===== src/rtl/scan_pkg.sv =====
// scan_pkg: shared state type and default chain length for the scan sequencer
package scan_pkg;
    localparam int SCAN_CHAIN_LEN = 7;
    typedef enum logic [1:0] {
        IDLE    = 2'd0,
        SHIFT   = 2'd1,
        CAPTURE = 2'd2
    } scan_state_t;
endpackage


===== src/rtl/scan_shreg.sv =====
// scan_shreg: parallel-load / serial-in shift register, used as PISO for load and SIPO for unload
module scan_shreg #(
    parameter int W = 7
) (
    input  logic         clk,
    input  logic         rst_n,
    input  logic         load,
    input  logic         shift,
    input  logic [W-1:0] d,
    input  logic         sin,
    output logic [W-1:0] q
);
    // load wins over shift; data moves towards the MSB, new bit enters at bit 0
    always_ff @(posedge clk or negedge rst_n) begin
        if (!rst_n) q <= '0;
        else q <= load ? d : shift ? {q[W-2:0], sin} : q;
    end
endmodule


===== src/rtl/scan_ctrl.sv =====
// scan_ctrl: tester-side scan sequencer that loads, captures and unloads one scan chain
module scan_ctrl
    import scan_pkg::*;
#(
    parameter int CHAIN_LEN = SCAN_CHAIN_LEN,
    parameter int CNT_W     = $clog2(CHAIN_LEN + 1)
) (
    input  logic                 CK,
    input  logic                 RN,
    input  logic [CHAIN_LEN-1:0] pat_data,
    input  logic                 pat_valid,
    output logic                 pat_ready,
    input  logic                 scan_out,
    output logic                 scan_in,
    output logic                 scan_en,
    output logic [CHAIN_LEN-1:0] resp_data,
    output logic                 resp_valid,
    input  logic                 resp_ready,
    output logic                 busy,
    output logic                 overflow
);
    scan_state_t          state, nxt_state;
    logic [CNT_W-1:0]     cnt;
    logic                 unload, flush, shifting, last, deliver, ld_load;
    logic [CHAIN_LEN-1:0] ld_q, rs_q;
    logic                 unused_bits;
    assign shifting    = state == SHIFT;
    assign last        = shifting && cnt == CNT_W'(CHAIN_LEN - 1);
    assign deliver     = last && unload;
    assign pat_ready   = !shifting;
    assign busy        = state != IDLE;
    assign ld_load     = (state == IDLE && pat_valid) || state == CAPTURE;
    // the load register has shifted itself empty by CAPTURE/IDLE, so its MSB is a clean registered scan_in
    assign scan_in     = ld_q[CHAIN_LEN-1];
    assign unused_bits = ^{ld_q[CHAIN_LEN-2:0], rs_q[CHAIN_LEN-1]};
    scan_shreg #(.W(CHAIN_LEN)) u_load (
        .clk   (CK),
        .rst_n (RN),
        .load  (ld_load),
        .shift (shifting),
        .d     (pat_valid ? pat_data : '0),
        .sin   (1'b0),
        .q     (ld_q)
    );
    scan_shreg #(.W(CHAIN_LEN)) u_unload (
        .clk   (CK),
        .rst_n (RN),
        .load  (1'b0),
        .shift (shifting && unload),
        .d     ('0),
        .sin   (scan_out),
        .q     (rs_q)
    );
    // next state: a flush pass ends in IDLE, any other pass ends in CAPTURE
    always_comb begin
        nxt_state = state == IDLE    ? (pat_valid ? SHIFT : IDLE) :
                    state == CAPTURE ? SHIFT :
                    last             ? (flush ? IDLE : CAPTURE) : state;
    end
    // FSM, bit counter, pass flags and the registered scan_en
    always_ff @(posedge CK or negedge RN) begin
        if (!RN) begin
            state   <= IDLE;
            cnt     <= '0;
            unload  <= 1'b0;
            flush   <= 1'b0;
            scan_en <= 1'b0;
        end else begin
            state   <= nxt_state;
            scan_en <= nxt_state == SHIFT;
            cnt     <= shifting && !last ? cnt + CNT_W'(1) : '0;
            if (state == IDLE && pat_valid) begin
                unload <= 1'b0;
                flush  <= 1'b0;
            end
            if (state == CAPTURE) begin
                unload <= 1'b1;
                flush  <= !pat_valid;
            end
        end
    end
    // response hand-off: the last unload edge writes the word; overwriting an unconsumed word is sticky overflow
    always_ff @(posedge CK or negedge RN) begin
        if (!RN) begin
            resp_data  <= '0;
            resp_valid <= 1'b0;
            overflow   <= 1'b0;
        end else begin
            if (deliver) resp_data <= {rs_q[CHAIN_LEN-2:0], scan_out};
            resp_valid <= deliver || (resp_valid && !resp_ready);
            if (deliver && resp_valid && !resp_ready) overflow <= 1'b1;
        end
    end
endmodule

===== config.mk =====
export PLATFORM = sky130hd
export DESIGN_NAME = scan_ctrl
export DESIGN_NICKNAME = d
export VERILOG_FILES = /design/src/rtl/scan_pkg.sv /design/src/rtl/scan_shreg.sv /design/src/rtl/scan_ctrl.sv
export SDC_FILE = /design/constraint.sdc
export NUM_CORES = 1
export LEC_CHECK = 0
export ABC_AREA = 1
export CELL_PAD_IN_SITES_DETAIL_PLACEMENT = 0
export CELL_PAD_IN_SITES_GLOBAL_PLACEMENT = 1
export CORE_MARGIN = 5
export CORE_UTILIZATION = 35
export DETAILED_ROUTE_END_ITERATION = 10
export GPL_ROUTABILITY_DRIVEN = 0
export PLACE_DENSITY = 0.79
export SKIP_CTS_REPAIR_TIMING = 1
export SLEW_MARGIN = 20
export SYNTH_ARGS = -nofsm -noshare
export SYNTH_HDL_FRONTEND = slang
export SYNTH_SLANG_ARGS = --single-unit
export TNS_END_PERCENT = 30

===== constraint.sdc =====
create_clock -name CK -period 3.8 [get_ports CK]
set_clock_uncertainty 0.2 [all_clocks]
set_input_delay 0.95 -clock CK [delete_from_list [all_inputs] [get_ports CK]]
set_output_delay 0.95 -clock CK [all_outputs]
set_load 0.03 [all_outputs]

==> impl_results.md <==
* Status: finished clean
* Mean Syn Cell Area at ~9.5 um^2
* Tot GR Track Use at 11.10%
* GR Overflow Total at 0
* Synth cell count leaders: nand2_1, dfrtp_1, inv_1
* CTS buffer count at 5
* Yosys cell types at 20
* Tot Pwr at around 1.4 mW
* Final wirelength at 2.521 mm
* Flops & latches, synth at 30
* Clk Latency, worst-skew pair at about 280 ps
* Count leader, synth: nand2_1
* Endpoints failing setup at 0
* CTS H-tree depth at 2
* CP startpoint kind: flop
* Yosys top cell by area: dfrtp_1
* Worst path bufs/invs at 3
* FP Rows at 22
* Die Y at 72.51 um
* Top-area cell type share of the netlist area at between 50% and 60%
* 1st-pass router iterations at 4
* Routed wire length per instance at roughly 11 um
* Highest metal used: met4
* First-pass GRT wire length at ~4.4 mm
* Worst slack, placed at approximately 1300 ps
* Tcrit/Tclk final at approximately three quarters
* Worst endpoint data arrival time at 1660 ps
* Met3 WL at around 170 um
* Max_cap viols at 0
* Post-synth EDFFs at 0
* Worst path cell trace: inv_2 > nor2_8 > inv_1 > clkdlybuf4s50_1
* Met1 WL at roughly 1.2 mm
* Fin crit period at between 2000 and 3000 ps
* Worst-path maximum fanout at 6
* Asr flop ratio synth at between 90% and 100%
* DRC Markers at 0
* Max IR drop VDD at ~0.00037 V
* Post-Syn Nets at between 150 and 200
* TritonCTS clock tree: done
* Iter 0 DRT Violations at 41
* Post-route non-filler standard cell count at 222
* Nets@finish at around 190
* Top Ports at 25
* PortBufs at 24
* Pin count of the biggest net entering global routing at 31
* Vias in the first global route at ~940
* Syn Std Cell Area at approximately 1400 um^2
* Max Fclk at 356.2 MHz
* Cells after Synth at 144
* CP top delay family: buffers and inverters
* Share of cells above drive strength 1 at a little under a fifth
* Longest Clk Path Bufs at 2
* Clk root buf: clkbuf_8
* Cells after DPL at between 200 and 250
* Final-report max-slew violation count at 0
* Leakage power at about 0.89 nW
* Final Hold Violating Endpoints at 0
* Crit end category: output port
* Met2 WL post-DR at ~1.1 mm
* RSZ-0062 raised after global routing: no
* Core area at 3716 um^2
* CP required at approximately 2700 ps
* Via/cell ratio at approximately 4.3
* Sequential area share after synthesis at ~55%
* Ys flop type: dfrtp_1
* Synth warnings at 0
* Die Area at about 5300 um^2
* Via count at 957
* Die Wd at 72.51 um
* Max-slew headroom at about 75%
* Top cells by area, synth: dfrtp_1, nand2_1, o21ai_2, inv_1, nand3_1
* Sink Count at 30
* CTS clk-pin slew, worst paths at roughly 60 ps
* Initial antenna violation count at 0
* Slowest stage delay, CP at around 670 ps
* Final WS setup at just under 1000 ps
* Setup TNS at 0 ps
* Final ANT Viol Nets at 0
* CP Class: reg2out
* Slew @ Worst Pin at 373.4 ps
* PD cells at just over 800 nW/um^2
* Initial Utilization at roughly 37%
* Worst min path class: reg2reg
* Final HPWL from detailed placement at between 1.5 and 2 mm
* Slowest stage cell on the critical path: clkdlybuf4s50_1
* Diodes inserted at 0
* Area grow syn2layout at 28.09%
==> state kept, by name, summed over array words and instances (netlist names) <==
register    count
scan_en         1
cnt             3
u_load.q        7
state           2
overflow        1
unload          1
resp_valid      1
flush           1
resp_data       7
u_unload.q      6
==> stage by stage <==
stage	area, um^2	utilization [%]	hold WS, ps
after floorplan	1368	-	230.4
after global placement	1642	44.18	245.6
after detailed placement	1642	44.18	256.2
after CTS	1752	47.14	264.8
after global routing	1752	47.14	298.7
final	1752	47.14	264.3
==> layer usage <==
metal / GRT usage [%] / vias to the layer above
met5: 0 / -
met2: 16.48 / 23
met4: 7.377 / 0
met3: 3.740 / 7
li1: - / 498
met1: 13.63 / 429
==> kinds of logic after synthesis <==
| kind of cell | Yosys count | synth area share, % |
|---|---|---|
| AO/OA/AOI/OAI | 16 | 9.606 |
| buffers and inverters | 20 | 7.136 |
| flip-flops | 30 | 54.89 |
| XOR/XNOR | 1 | 0.6406 |
| adder cells (fa/ha/maj) | 2 | 1.830 |
| AND/OR/NAND/NOR | 75 | 25.89 |
==> final timing paths <==
check / slack [ps] / endpoint / startpoint / depth (start not counted)
setup / recovery: 990 / pat_ready / state[0] / 4
min in group asynchronous: 860 / unload / RN / 2
hold reg to reg: 260 / cnt[0] / cnt[0] / 1
setup reg to reg: 2250 / resp_data[3] / cnt[0] / 7
hold / removal: 260 / cnt[0] / cnt[0] / 1
max in group asynchronous: 2270 / resp_valid / RN / 2
==> where the power goes <==
| part | total [mW] | internal [mW] | leakage, nW | switching [mW] |
|---|---|---|---|---|
| logic | 0.604 | 0.239 | 0.457 | 0.365 |
| clock network | 0.299 | 0.183 | 0.0575 | 0.116 |
| registers | 0.536 | 0.453 | 0.378 | 0.0827 |
==> area by class of cell <==
| class | count | area (um^2) |
|---|---|---|
| Inverter | 17 | 63.81 |
| Clock buffer | 8 | 110.1 |
| Fill cell | 378 | 1964 |
| Timing Repair Buffer | 25 | 247.7 |
| Multi-Input combinational cell | 94 | 519.2 |
| Tap cell | 48 | 60.06 |
| Sequential cell | 30 | 750.7 |
==> placed cells by master, fill, tap and decap left out <==
master           instances
nand2_1                 55
inv_2                    1
clkbuf_8                 8
o21ai_2                 12
or2_2                    1
nand3_2                  1
nand3_4                  1
o21bai_2                 1
nor2_4                   1
buf_4                    1
nor2_8                   1
nor2_1                   3
nand2_4                  1
dfrtp_1                 30
a21oi_1                  1
nand2_2                  4
o21ai_0                  2
nand3_1                  7
inv_1                   16
ha_1                     2
xnor2_1                  1
clkdlybuf4s50_1         24
Note: power is estimated with default switching activity, not from simulation.
